File: src/rtl/fifo_word_packer.sv
// Packs PACK_RATIO FIFO entries into one word; FIFO_WORD_PACKER_MSB_FIRST_EN puts first entry in top lane.
// Latency: word valid 5 cycles after its first read (PACK_RATIO=4), flush emits once in-flight read lands.
// Backpressure: completed word waits in assembly register and reads stop until the output slot frees.
module fifo_word_packer #(
    parameter int DATA_WIDTH = 8,
    parameter int PACK_RATIO = 4,
    parameter int CNT_WIDTH  = 3
) (
    input  logic                             clk,
    input  logic                             rst,
    input  logic                             fifo_empty,
    output logic                             fifo_rd_en,
    input  logic [DATA_WIDTH-1:0]            fifo_data,
    input  logic                             flush,
    output logic [DATA_WIDTH*PACK_RATIO-1:0] out_data,
    output logic [CNT_WIDTH-1:0]             out_lanes,
    output logic                             out_valid,
    input  logic                             out_ready
);

    localparam int                   WORD_W   = DATA_WIDTH * PACK_RATIO;
    localparam logic [CNT_WIDTH-1:0] FULL_CNT = CNT_WIDTH'(PACK_RATIO);
    localparam logic [CNT_WIDTH-1:0] LAST_CNT = CNT_WIDTH'(PACK_RATIO - 1);
    localparam logic [CNT_WIDTH:0]   LIMIT    = (CNT_WIDTH + 1)'(PACK_RATIO);

    logic [WORD_W-1:0]    asm_q;
    logic [WORD_W-1:0]    asm_merged;
    logic [CNT_WIDTH-1:0] lane_cnt;
    logic [CNT_WIDTH-1:0] lane_idx;
    logic [CNT_WIDTH:0]   occupancy;
    logic                 inflight;
    logic                 pending_flush;
    logic                 slot_free;
    logic                 complete_now;
    logic                 drain_held;
    logic                 flush_emit;
    logic                 load_out;
    logic                 flush_done;

    always_comb begin
        occupancy  = {1'b0, lane_cnt} + {{CNT_WIDTH{1'b0}}, inflight};
        fifo_rd_en = !rst && !fifo_empty && !pending_flush && (occupancy < LIMIT);

`ifdef FIFO_WORD_PACKER_MSB_FIRST_EN
        lane_idx = LAST_CNT - lane_cnt;
`else
        lane_idx = lane_cnt;
`endif

        asm_merged = asm_q;
        for (int k = 0; k < PACK_RATIO; k++) begin
            if (lane_idx == CNT_WIDTH'(k)) begin
                asm_merged[k*DATA_WIDTH +: DATA_WIDTH] = fifo_data;
            end
        end

        slot_free    = !out_valid || out_ready;
        // Landing entry completes the word and can go straight to the output register.
        complete_now = inflight && (lane_cnt == LAST_CNT) && slot_free;
        // A full word parked by backpressure moves out as soon as the slot frees.
        drain_held   = !inflight && (lane_cnt == FULL_CNT) && slot_free;
        flush_emit   = pending_flush && !inflight && slot_free && (lane_cnt != '0);
        load_out     = complete_now || drain_held || flush_emit;
        flush_done   = pending_flush && !inflight && ((lane_cnt == '0) || load_out);
    end

    always_ff @(posedge clk) begin
        if (rst) begin
            asm_q         <= '0;
            lane_cnt      <= '0;
            inflight      <= 1'b0;
            pending_flush <= 1'b0;
            out_data      <= '0;
            out_lanes     <= '0;
            out_valid     <= 1'b0;
        end else begin
            inflight <= fifo_rd_en;

            if (load_out) begin
                out_valid <= 1'b1;
                out_data  <= complete_now ? asm_merged : asm_q;
                out_lanes <= complete_now ? FULL_CNT : lane_cnt;
                asm_q     <= '0;
                lane_cnt  <= '0;
            end else begin
                if (out_ready) begin
                    out_valid <= 1'b0;
                end
                if (inflight) begin
                    asm_q    <= asm_merged;
                    lane_cnt <= lane_cnt + CNT_WIDTH'(1);
                end
            end

            if (flush_done) begin
                pending_flush <= 1'b0;
            end else if (flush) begin
                pending_flush <= 1'b1;
            end
        end
    end

endmodule

File: config.mk
export PLATFORM = sky130hd
export DESIGN_NAME = fifo_word_packer
export DESIGN_NICKNAME = d
export VERILOG_FILES = /design/src/rtl/fifo_word_packer.sv
export SDC_FILE = /design/constraint.sdc
export NUM_CORES = 1
export LEC_CHECK = 0
export BUFFER_PORTS_ARGS = -buffer_cell sky130_fd_sc_hd__buf_4
export CELL_PAD_IN_SITES_DETAIL_PLACEMENT = 1
export CELL_PAD_IN_SITES_GLOBAL_PLACEMENT = 2
export CORE_ASPECT_RATIO = 1.4
export CORE_UTILIZATION = 33
export DETAILED_ROUTE_END_ITERATION = 7
export GPL_TIMING_DRIVEN = 0
export PLACE_DENSITY_LB_ADDON = 0.08
export SLEW_MARGIN = 20
export SYNTH_ARGS = -nofsm -noshare
export SYNTH_HDL_FRONTEND = slang
export SYNTH_SLANG_ARGS = --single-unit
File: constraint.sdc
create_clock -name clk -period 2.3 [get_ports clk]
set_input_delay 0.23 -clock clk [delete_from_list [all_inputs] [get_ports clk]]
set_output_delay 0.23 -clock clk [all_outputs]
set_load 0.005 [all_outputs]
# After elaboration in Yosys (flattened, before gate mapping)

Index checks and enable logic that the tools add are counted.

Output and inout port bits: 37
Register bits: 73
Input port bits: 13
Logic and storage cells: 47

Add/subtract/negate cells: 2
Order comparisons: 1
Multiplexer cells: 8
Reductions and logical operators: 25
Equal/unequal tests: 4

Operators with widths:

| kind                                                                   | count |
|---|---|
| 32-bit two-way mux                                                     | 1 |
| 8-bit two-way mux                                                      | 4 |
| 1-bit logical AND                                                      | 11 |
| 3-bit by 2-bit equality test with 1-bit output (second input constant) | 2 |
| 1-bit logical NOT                                                      | 5 |
| 3-bit by 1-bit adder with 4-bit output                                 | 1 |
| 1-bit logical OR                                                       | 4 |
| 4-bit by 3-bit < comparator with 1-bit output (second input constant)  | 1 |
| 2-bit OR reduction                                                     | 2 |
| 3-bit by 1-bit adder with 3-bit output (second input constant)         | 1 |
| 3-bit by 1-bit equality test with 1-bit output (second input constant) | 1 |
| 3-bit equality test (second input constant)                            | 1 |
| 3-bit logical NOT                                                      | 1 |
| 3-bit two-way mux                                                      | 1 |
| 3-bit nonzero test                                                     | 1 |
| 1-bit two-way mux                                                      | 2 |
| 2-bit nonzero test                                                     | 1 |

# Logic depth before layout (Yosys ltp)

Gate-level depths: netlist (run 1).

Depth after elaboration: 8
Gate-level depth with buffers: 9
Gate-level depth less buffers: 6

# Least setup slack after synthesis (run 1)

No wires, ideal clock.

Kind: reg2reg
Start point: register lane_cnt[0]
End point: register asm_q[4]
Path buffers: 2
Arrival: 1776 ps
Cell stages (with the launch flop): 9
Library setup time: 79 ps
Setup slack: 445 ps
Clock period less this slack: 1855 ps
Data required time: 2221 ps
Cells stage by stage: dfxtp_1 > inv_1 > ha_1 > mux2i_2 > nor3_2 > or3_1 > buf_4 > buf_6 > a211oi_2

Cells in the longest elaborated chain, start to end: 6
Elaborated cells on any way between the ends: 13
Classes of those cells: eq/ne: 2; mux: 1; reduce/logical: 10

RTL lines:

| item                                                                                  | RTL line | RTL |
|---|---|---|
| start: declaration                                                                    | 28       | `logic [CNT_WIDTH-1:0] lane_cnt;` |
| start signal: assignment                                                              | 91       | `lane_cnt <= lane_cnt + CNT_WIDTH'(1);` |
| 3-bit by 2-bit equality test with 1-bit output or 3-bit equality test (tied branches) | 59, 61   |  |
| 1-bit logical AND, on equally long branches (2 in a row)                              | 59, 61   |  |
| 1-bit logical OR (2 in a row)                                                         | 63       | `load_out = complete_now \|\| drain_held \|\| flush_emit;` |
| 2-bit OR reduction (no source line)                                                   | --       |  |
| end signal: assignment                                                                | 90       | `asm_q <= asm_merged;` |
| end: declaration                                                                      | 26       | `logic [WORD_W-1:0] asm_q;` |

Several ways; a longest one is shown, not always the timed one.
A chain may end at the register's enable or synchronous reset.

# Final worst setup path (run 1)

Start point: register lane_cnt[1]
End point: register out_data[15]

Cells in the longest elaborated chain, start to end: 5
Elaborated cells on any way between the ends: 13
Classes of those cells: eq/ne: 3; mux: 2; reduce/logical: 8

RTL lines:

| item                                                                                  | RTL line | RTL |
|---|---|---|
| 3-bit by 2-bit equality test with 1-bit output or 3-bit equality test (tied branches) | 59, 61   |  |
| 1-bit logical AND, on equally long branches (2 in a row)                              | 59, 61   |  |
| 1-bit logical OR (2 in a row)                                                         | 63       |  |
| end signal: assignment                                                                | 81       | `out_data <= complete_now ? asm_merged : asm_q;` |
| end: declaration                                                                      | 15       | `output logic [DATA_WIDTH*PACK_RATIO-1:0] out_data,` |

Several ways; a longest one is shown, not always the timed one.

==> results of run 1 <==
cell type report:
type	count	share of cell area, %
Buffer	35	4.72
Timing Repair Buffer	48	8.71
Inverter	4	0.363
Clock inverter	2	0.847
Clock buffer	14	6.62
Sequential cell	73	35.4
Tap cell	132	3.99
Multi-Input combinational cell	287	39.4
power by group through the flow:
| stage | sequential [mW] | combinational, mW | clock (mW) |
|---|---|---|---|
| after global routing | 1.35 | 0.464 | 1.54 |
| after global placement | 1.37 | 0.420 | 0 |
| final | 1.35 | 0.426 | 1.45 |
| after CTS | 1.35 | 0.430 | 1.49 |
| after detailed placement | 1.37 | 0.425 | 0 |
| after floorplan | 1.37 | 0.255 | 0 |
routing by layer:
layer	up-vias	wire length [um]	GRT usage, %	part of all wire, %
li1	1518	-	-	-
met1	1485	4850	27.0	45
met2	56	5380	38.1	50
met3	17	355	4.06	3.3
met4	0	259	9.17	2.4
met5	-	0	0	0
worst max-delay path: cells and delay by family, from the launching register on:
kind | cells | cell delay (ns)
buf+inv | 3 | 0.52
flops | 1 | 0.45
mux | 1 | 0.27
fa+ha+maj | 1 | 0.26
compound gates | 1 | 0.25
simple gates | 2 | 0.24
kinds of logic (layout without fill, tap and decap cells):
logic type	after synthesis	count (layout)	share of synthesized area, %
AO/OA/AOI/OAI	109	109	21.6
XOR/XNOR	1	1	0.267
multiplexers	11	11	3.47
buffers and inverters	39	103	6.14
AND/OR/NAND/NOR	161	161	22.1
flip-flops	73	73	44.6
adder cells (fa/ha/maj)	5	5	1.91
registers in the layout (all words and copies together), names as in the netlist:
signal         flops
asm_q             32
inflight           1
lane_cnt           3
out_data          32
out_lanes          3
out_valid          1
pending_flush      1
final timing paths:
| check | start | slack (ns) | endpoint | cells past startpoint |
|---|---|---|---|---|
| min | flush | 0.17 | pending_flush | 3 |
| max | lane_cnt[1] | 0.21 | out_data[15] | 8 |
| max reg2reg | lane_cnt[1] | 0.21 | out_data[15] | 8 |
| min reg2reg | out_data[22] | 0.44 | out_data[22] | 2 |
through the flow:
step	area [sq um]	hold WS, ns	worst slack, ns	instances
after floorplan	3280	0.363	0.445	399
after global placement	3800	0.439	-0.0275	579
after detailed placement	3800	0.439	-0.0527	579
after CTS	4130	0.160	0.0635	595
after global routing	4140	0.201	0.000811	595
final	4140	0.174	0.210	595
placed cells by master (no fill, tap or decap), types with 9 or more instances in the layout:
cell,instances
dfxtp_1,72
nand2_1,71
buf_4,52
a21oi_1,52
a211oi_1,33
nor2_1,27
nand3_1,17
nor3_1,15
buf_2,13
nor2b_1,12
mux2i_1,10
clkbuf_1,9
clkbuf_16,9
timing repair:
| item | 4_1_cts | 5_1_grt |
|---|---|---|
| setup endpoints to repair | 15 | 22 |
| hold endpoints to repair | 0 | 0 |
| resized for setup | 6 | 7 |
| hold buffers | 0 | 0 |
==> metrics, run 1 <==
Vias=3076; most common cell in the netlist=dfxtp_1; switching part of the total=25.2%; status=finished, final reports clean; Mapped Area=3280 sq um; crit-path max cell delay=0.45 ns; global-route wire length before repair=17000 um; Initial Util=34.3%; area of the multi-input gates=1630 sq um; Cell variety after synth=33; GP Congestion=0.787; deepest clock path buffer count=2; setup violators final=0; Pwr Total=3.22 mW; initial drt markers=87; Placement Rows=42; First-pass DRT Iterations=4; switching power=0.811 mW; initial antenna violation count=0; Synth area leaders=dfxtp_1, nand2_1, a21oi_1; Tightest Pin Transition=0.678 ns; register share of total power=41.8%; pwr/cell area=779 nW/um^2; # H-tree levels=3; Max VDD drop=0.000434 V; Synth area leader=dfxtp_1; vias in the first global route=3089; Post-synth EDFFs=0; top cell type's share of synthesized area=44.6%; Die Span Y=120 um; CTS root buffer=clkbuf_16; YS warnings=0; Skew-Pair Late Insertion Delay=0.33 ns; P&R area growth vs syn=26.2%; Final Skew=0.00490 ns; num ports=50; Setup TNS=0 ns; post-layout minimum cycle time=2.09 ns; RSZ-0062 raised after global routing=no; largest net degree at the start of global routing=12; Horiz. Die Dim=86.2 um; Max-Cap Viols=0; Residual DRC=0; final max-slew violation count=0; final worst path period share=90.9%; Int Power=2.41 mW; DRT Wirelength=10800 um; CP Cell Sequence=inv_1 > ha_1 > mux2i_2 > or3_1 > buf_2 > buf_2 > nand2_1 > a211oi_1; Commonest cells post-synth=dfxtp_1, nand2_1, a21oi_1; gr ovfl total=0; core box area=9560 sq um; DP Wirelength=7480 um; Syn Inst Count=399; HP Class=in -> reg; Post-Syn Nets=417; Fin. Hold Viols=0; Async SR Flop Fraction=0%; Routed WL per cell=18.2 um; proportion of layout cells with a drive suffix above 1=22.9%; postcts setup bufs=0; IO buf count=48; ys flop type=dfxtp_1; Slew headroom=54.8%; CP required=2.53 ns; clock share of power=44.9%; Critical Path Start Type=flop; CTS Buf Count=9; CP max FO=10; Max Fclk=478 MHz; Yosys reg bits=73; worst-path cell with the longest stage delay=dfxtp_1; syn avg cell area=8.22 sq um; CTS clk-pin slew, worst paths=0.06 ns; fill count=1190; die area=10300 sq um; CP endpoint kind=flop; Total Routing Usage GR=22.2%; diode count=0; CTS sink cnt=73; fin nets=476; WP data arrival=2.32 ns; sequential area share after synthesis=44.6%; Routed Antenna Nets=0; Crit Path Category=reg -> reg; combinational share of power=13.2%; post-layout util=43.2%; P_leak=1.56 nW; Via density=5.17; Reg area=1460 sq um; Critical Path Most Common Cell=buf_2; CTS tree=done
Note: power is estimated with default switching activity, not from simulation.
==> run 2: changes to the inputs <==
Settings changed: PLACE_DENSITY set to 0.89, PLACE_DENSITY_LB_ADDON 0.08 to not set, RECOVER_POWER set to 25.
==> metrics, run 2 (same netlist as run 1, synthesis figures left out) <==
status=finished, final reports clean; Reg area=1460 sq um (unchanged); crit-path max cell delay=0.44 ns (about the same); crit path to=out_data[30]; Skew-Pair Late Insertion Delay=0.34 ns (about the same); deepest clock path buffer count=2 (unchanged); GP Congestion=0.777 (-1.3%); commonest cells after routing, fill and taps aside=dfxtp_1, nand2_1, a21oi_1; area of the multi-input gates=1630 sq um (unchanged); CP Cell Sequence=inv_1 > ha_1 > mux2i_2 > or3_1 > buf_2 > clkbuf_2 > nand2_1 > a211oi_1; P_leak=1.55 nW (-1.1%); Final Skew=0.00396 ns (-0.000943 ns); Vias=3077 (+0.033%); Place WS=-0.0953 ns (-0.0426 ns); core box area=9560 sq um (unchanged); initial drt markers=98 (+13%); Initial Util=34.3% (unchanged); Crit Path Category=reg -> reg; Stages on worst setup path=8 (unchanged); vias in the first global route=3196 (+3.5%); P&R area growth vs syn=26.1% (about the same); Via density=5.17 (about the same); CTS Buf Count=9 (unchanged); Routed WL per cell=18.2 um (-0.18%); worst-path cell with the longest stage delay=dfxtp_1; DP Wirelength=7650 um (+2.3%); RSZ-0062 raised after global routing=no; CP max FO=10 (unchanged); CP top delay family=buffers and inverters; path depth of the worst reg2reg path=8 (unchanged); CTS sink cnt=73 (unchanged); CTS root buffer=clkbuf_16; final worst path period share=91.0% (+0.16 points); initial antenna violation count=0 (unchanged); post-layout minimum cycle time=2.09 ns (+0.00359 ns); Max Fclk=478 MHz (-0.17%); gr ovfl total=0 (unchanged); Slew headroom=54.8% (about the same); HP Class=in -> reg; fill count=1188 (-0.17%); global-route wire length before repair=17300 um (+2.2%); DRT Wirelength=10800 um (-0.18%); Max VDD drop=0.000402 V (-7.3%); fin nets=476 (unchanged); largest net degree at the start of global routing=12 (unchanged); RR Startpoint=lane_cnt[1]; pwr/cell area=782 nW/um^2 (+0.39%); Routed Antenna Nets=0 (unchanged); hold_buf cts=0 (unchanged); setup violators final=0 (unchanged); Fin. Hold Viols=0 (unchanged); postcts setup bufs=0 (unchanged); proportion of layout cells with a drive suffix above 1=22.7% (-0.22 points); RR Endpoint=out_data[30]; CP endpoint kind=flop; Horiz. Die Dim=86.2 um (unchanged); CP required=2.56 ns (+0.03 ns); Setup TNS=0 ns (unchanged); commonest non-fill, non-tap cell in the layout=dfxtp_1; diode count=0 (unchanged); setup ws final=0.206 ns (-0.00359 ns); Max-Cap Viols=0 (unchanged); R2R setup slack=0.21 ns (about the same); Placement Rows=42 (unchanged); Residual DRC=0 (unchanged); top flop regs=asm_q (32), out_data (32); num ports=50 (unchanged); WP data arrival=2.35 ns (+0.03 ns); Tightest Pin Transition=0.678 ns (-0.000195 ns); IO buf count=48 (unchanged); buffers and inverters on the worst path=3 (unchanged); die area=10300 sq um (unchanged); final max-slew violation count=0 (unchanged); CTS clk-pin slew, worst paths=0.06 ns (about the same); crit path launch=lane_cnt[1]; Die Span Y=120 um (unchanged); CTS tree=done; # H-tree levels=3 (unchanged); First-pass DRT Iterations=4 (unchanged); Total Routing Usage GR=22.8% (+0.59 points); Critical Path Start Type=flop
-- run 2: per-stage QoR --
step                      hold WS, ns  power, mW  util (%)  instance area (sq um)  std cells
after floorplan                 0.363       1.62         -                   3280        399
after global placement          0.437       1.79      39.8                   3800        579
after detailed placement        0.444       1.80      39.8                   3800        579
after CTS                       0.153       3.26      43.1                   4130        595
after global routing            0.191       3.36      43.2                   4130        595
final                           0.156       3.23      43.2                   4130        595
-- run 2: routing by layer --
layer / vias to the layer above / share of wire (%) / global-route usage [%]
met5: - / 0 / 0
met3: 24 / 2.4 / 3.30
met1: 1493 / 41 / 25.3
li1: 1510 / - / -
met2: 50 / 53 / 41.1
met4: 0 / 3.7 / 12.5
-- run 2: area by class of cell --
cell class | count | share of cell area [%]
Sequential cell | 73 | 35.4
Tap cell | 132 | 4.00
Clock buffer | 14 | 6.63
Timing Repair Buffer | 48 | 8.63
Inverter | 4 | 0.363
Multi-Input combinational cell | 287 | 39.4
Buffer | 35 | 4.72
Clock inverter | 2 | 0.848
-- run 2: worst min path at each step --
stage                  from           end  slack, ns  cells past startpoint
3_3_place_gp   out_data[21]  out_data[21]       0.44                      2
2_1_floorplan  fifo_data[0]     asm_q[24]       0.36                      2
3_5_place_dp   out_data[21]  out_data[21]       0.44                      2
6_report         fifo_empty      inflight       0.16                      3
4_1_cts          fifo_empty      inflight       0.15                      3
5_1_grt          fifo_empty      inflight       0.19                      3
-- run 2: report_power, final --
part	internal, mW	switching (mW)	leakage, nW
registers	1.31	0.0361	0.591
logic	0.167	0.253	0.801
clock network	0.928	0.534	0.153
total	2.41	0.823	1.55
-- run 2: tightest hold or removal path, delay by kind of cell --
| family | cells | cell delay, ns |
|---|---|---|
| AO/OA/AOI/OAI | 1 | 0.04 |
| AND/OR/NAND/NOR | 1 | 0.11 |
| buffers and inverters | 1 | 0.07 |
-- run 2: what timing repair did --
item,CTS,global route
setup endpoints to repair,19,28
endpoints found under the hold margin,0,0
gates resized for setup,6,6
==> run 3: changes to the inputs <==
Settings changed: CTS_BUF_LIST set to sky130_fd_sc_hd__clkbuf_16.
==> metrics, run 3 (same netlist as run 1, synthesis figures left out) <==
commonest non-fill, non-tap cell in the layout=dfxtp_1; num ports=50 (unchanged); Hold Crit Endpoint=inflight; post-route insts no fill=595 (unchanged); Max Fclk=476 MHz (-0.39%); Slew headroom=55.4% (+0.59 points); global-route wire length before repair=17200 um (-0.48%); Tightest Pin Transition=0.669 ns (-0.00883 ns); status=finished, final reports clean; CTS root buffer=clkbuf_16; buffers and inverters on the worst path=3 (unchanged); # H-tree levels=3 (unchanged); RR Endpoint=out_data[30]; Placement Rows=42 (unchanged); setup violators final=0 (unchanged); area of the multi-input gates=1630 sq um (unchanged); DRT Wirelength=10800 um (about the same); gr ovfl total=0 (unchanged); deepest clock path buffer count=2 (unchanged); fill count=1191 (+0.25%); commonest cells after routing, fill and taps aside=dfxtp_1, nand2_1, a21oi_1; Area after DPL=3800 sq um (unchanged); placed insts=579 (unchanged); Crit Path Category=reg -> reg; postcts setup bufs=0 (unchanged); final max-slew violation count=0 (unchanged); CTS Buf Count=9 (unchanged); RSZ-0062 raised after global routing=no; Max-Cap Viols=0 (unchanged); final worst path period share=91.4% (+0.35 points); HP Class=in -> reg; proportion of layout cells with a drive suffix above 1=22.0% (-0.65 points); worst-path cell with the longest stage delay=dfxtp_1; Initial Util=34.3% (unchanged); crit-path max cell delay=0.44 ns (about the same); diode count=0 (unchanged); Die Span Y=120 um (unchanged); Final Cell Area=4100 sq um (-0.73%); CP top delay family=buffers and inverters; vias in the first global route=3190 (-0.19%); pwr/cell area=760 nW/um^2 (-2.8%); largest net degree at the start of global routing=12 (unchanged); P_leak=1.54 nW (-0.56%); CTS sink cnt=73 (unchanged); core box area=9560 sq um (unchanged); Skew-Pair Late Insertion Delay=0.34 ns (about the same); initial drt markers=111 (+13%); WP data arrival=2.36 ns (about the same); fin nets=476 (unchanged); Residual DRC=0 (unchanged); Vias=3065 (-0.39%); CP Cell Sequence=inv_1 > ha_1 > mux2i_2 > or3_1 > buf_2 > clkbuf_2 > nand2_1 > a211oi_1; Horiz. Die Dim=86.2 um (unchanged); GP Congestion=0.777 (unchanged); DP Wirelength=7650 um (unchanged); CP required=2.56 ns (about the same); First-pass DRT Iterations=4 (unchanged); min-delay src=fifo_empty; P&R area growth vs syn=25.2%; RR Startpoint=lane_cnt[1]; Via density=5.15 (-0.39%); Routed Antenna Nets=0 (unchanged); Max VDD drop=0.000400 V (-0.71%); path depth of the worst reg2reg path=8 (unchanged); CP endpoint kind=flop; initial antenna violation count=0 (unchanged); Final Skew=0.00321 ns (-0.000745 ns); Reg area=1460 sq um (unchanged); CTS tree=done; Critical Path Start Type=flop; Pwr Total=3.12 mW (-3.5%); top flop regs=asm_q (32), out_data (32); R2R setup slack=0.20 ns (about the same); CP max FO=10 (unchanged); Routed WL per cell=18.2 um (about the same); Fin. Hold Viols=0 (unchanged); IO buf count=48 (unchanged); hold depth=3 (unchanged); crit path launch=lane_cnt[1]; Total Routing Usage GR=22.7% (-0.13 points); die area=10300 sq um (unchanged); post-layout minimum cycle time=2.10 ns (+0.00812 ns); Setup TNS=0 ns (unchanged); CTS clk-pin slew, worst paths=0.06 ns (about the same)
-- run 3: worst max-delay path by stage --
stage	endpoint	slack, ns	cells past startpoint
CTS	out_data[14]	0.04	7
floorplan	asm_q[4]	0.44	8
finish	out_data[30]	0.20	8
global placement	out_data[5]	0.02	7
global route	out_data[30]	0.07	8
detailed placement	out_data[30]	-0.1	8
-- run 3: stage by stage --
stage | worst slack, ns | hold slack (ns) | util (%)
after global routing | 0.0688 | 0.195 | 42.9
after CTS | 0.0430 | 0.153 | 42.8
after detailed placement | -0.0953 | 0.444 | 39.8
after global placement | 0.0186 | 0.437 | 39.8
final | 0.198 | 0.155 | 42.9
after floorplan | 0.445 | 0.363 | -
-- run 3: layout make-up --
class                      count  area share (%)
timing repair buffer          48            8.69
sequential                    73            35.7
clock inverter                 7            1.31
buffer                        35            4.76
clock buffer                   9            5.49
tap                          132            4.03
inverter                       4           0.366
multi-input combinational    287            39.7
-- run 3: repair_timing --
action	4_1_cts	5_1_grt
endpoints found under the setup margin	19	28
hold buffers	0	0
gates resized for setup	6	6
-- run 3: power breakdown --
part           total [mW]  internal (mW)  switching, mW
clock                1.35          0.818          0.530
sequential           1.35           1.31         0.0362
combinational       0.420          0.167          0.253
-- run 3: metal layers --
| layer | vias to the layer above | share of wire [%] | track usage (%) |
|---|---|---|---|
| met5 | - | 0 | 0 |
| met1 | 1479 | 42 | 25.2 |
| met2 | 50 | 53 | 41.2 |
| met3 | 22 | 2.2 | 3.03 |
| li1 | 1514 | - | - |
| met4 | 0 | 3.4 | 12.1 |
-- run 3: worst reg2reg max path, stage by stage, from the launching register on --
cell and delay (ns):
dfxtp_1 0.44, inv_1 0.10, ha_1 0.25, mux2i_2 0.27, or3_1 0.15, buf_2 0.16, clkbuf_2 0.31, nand2_1 0.12
a211oi_1 0.20
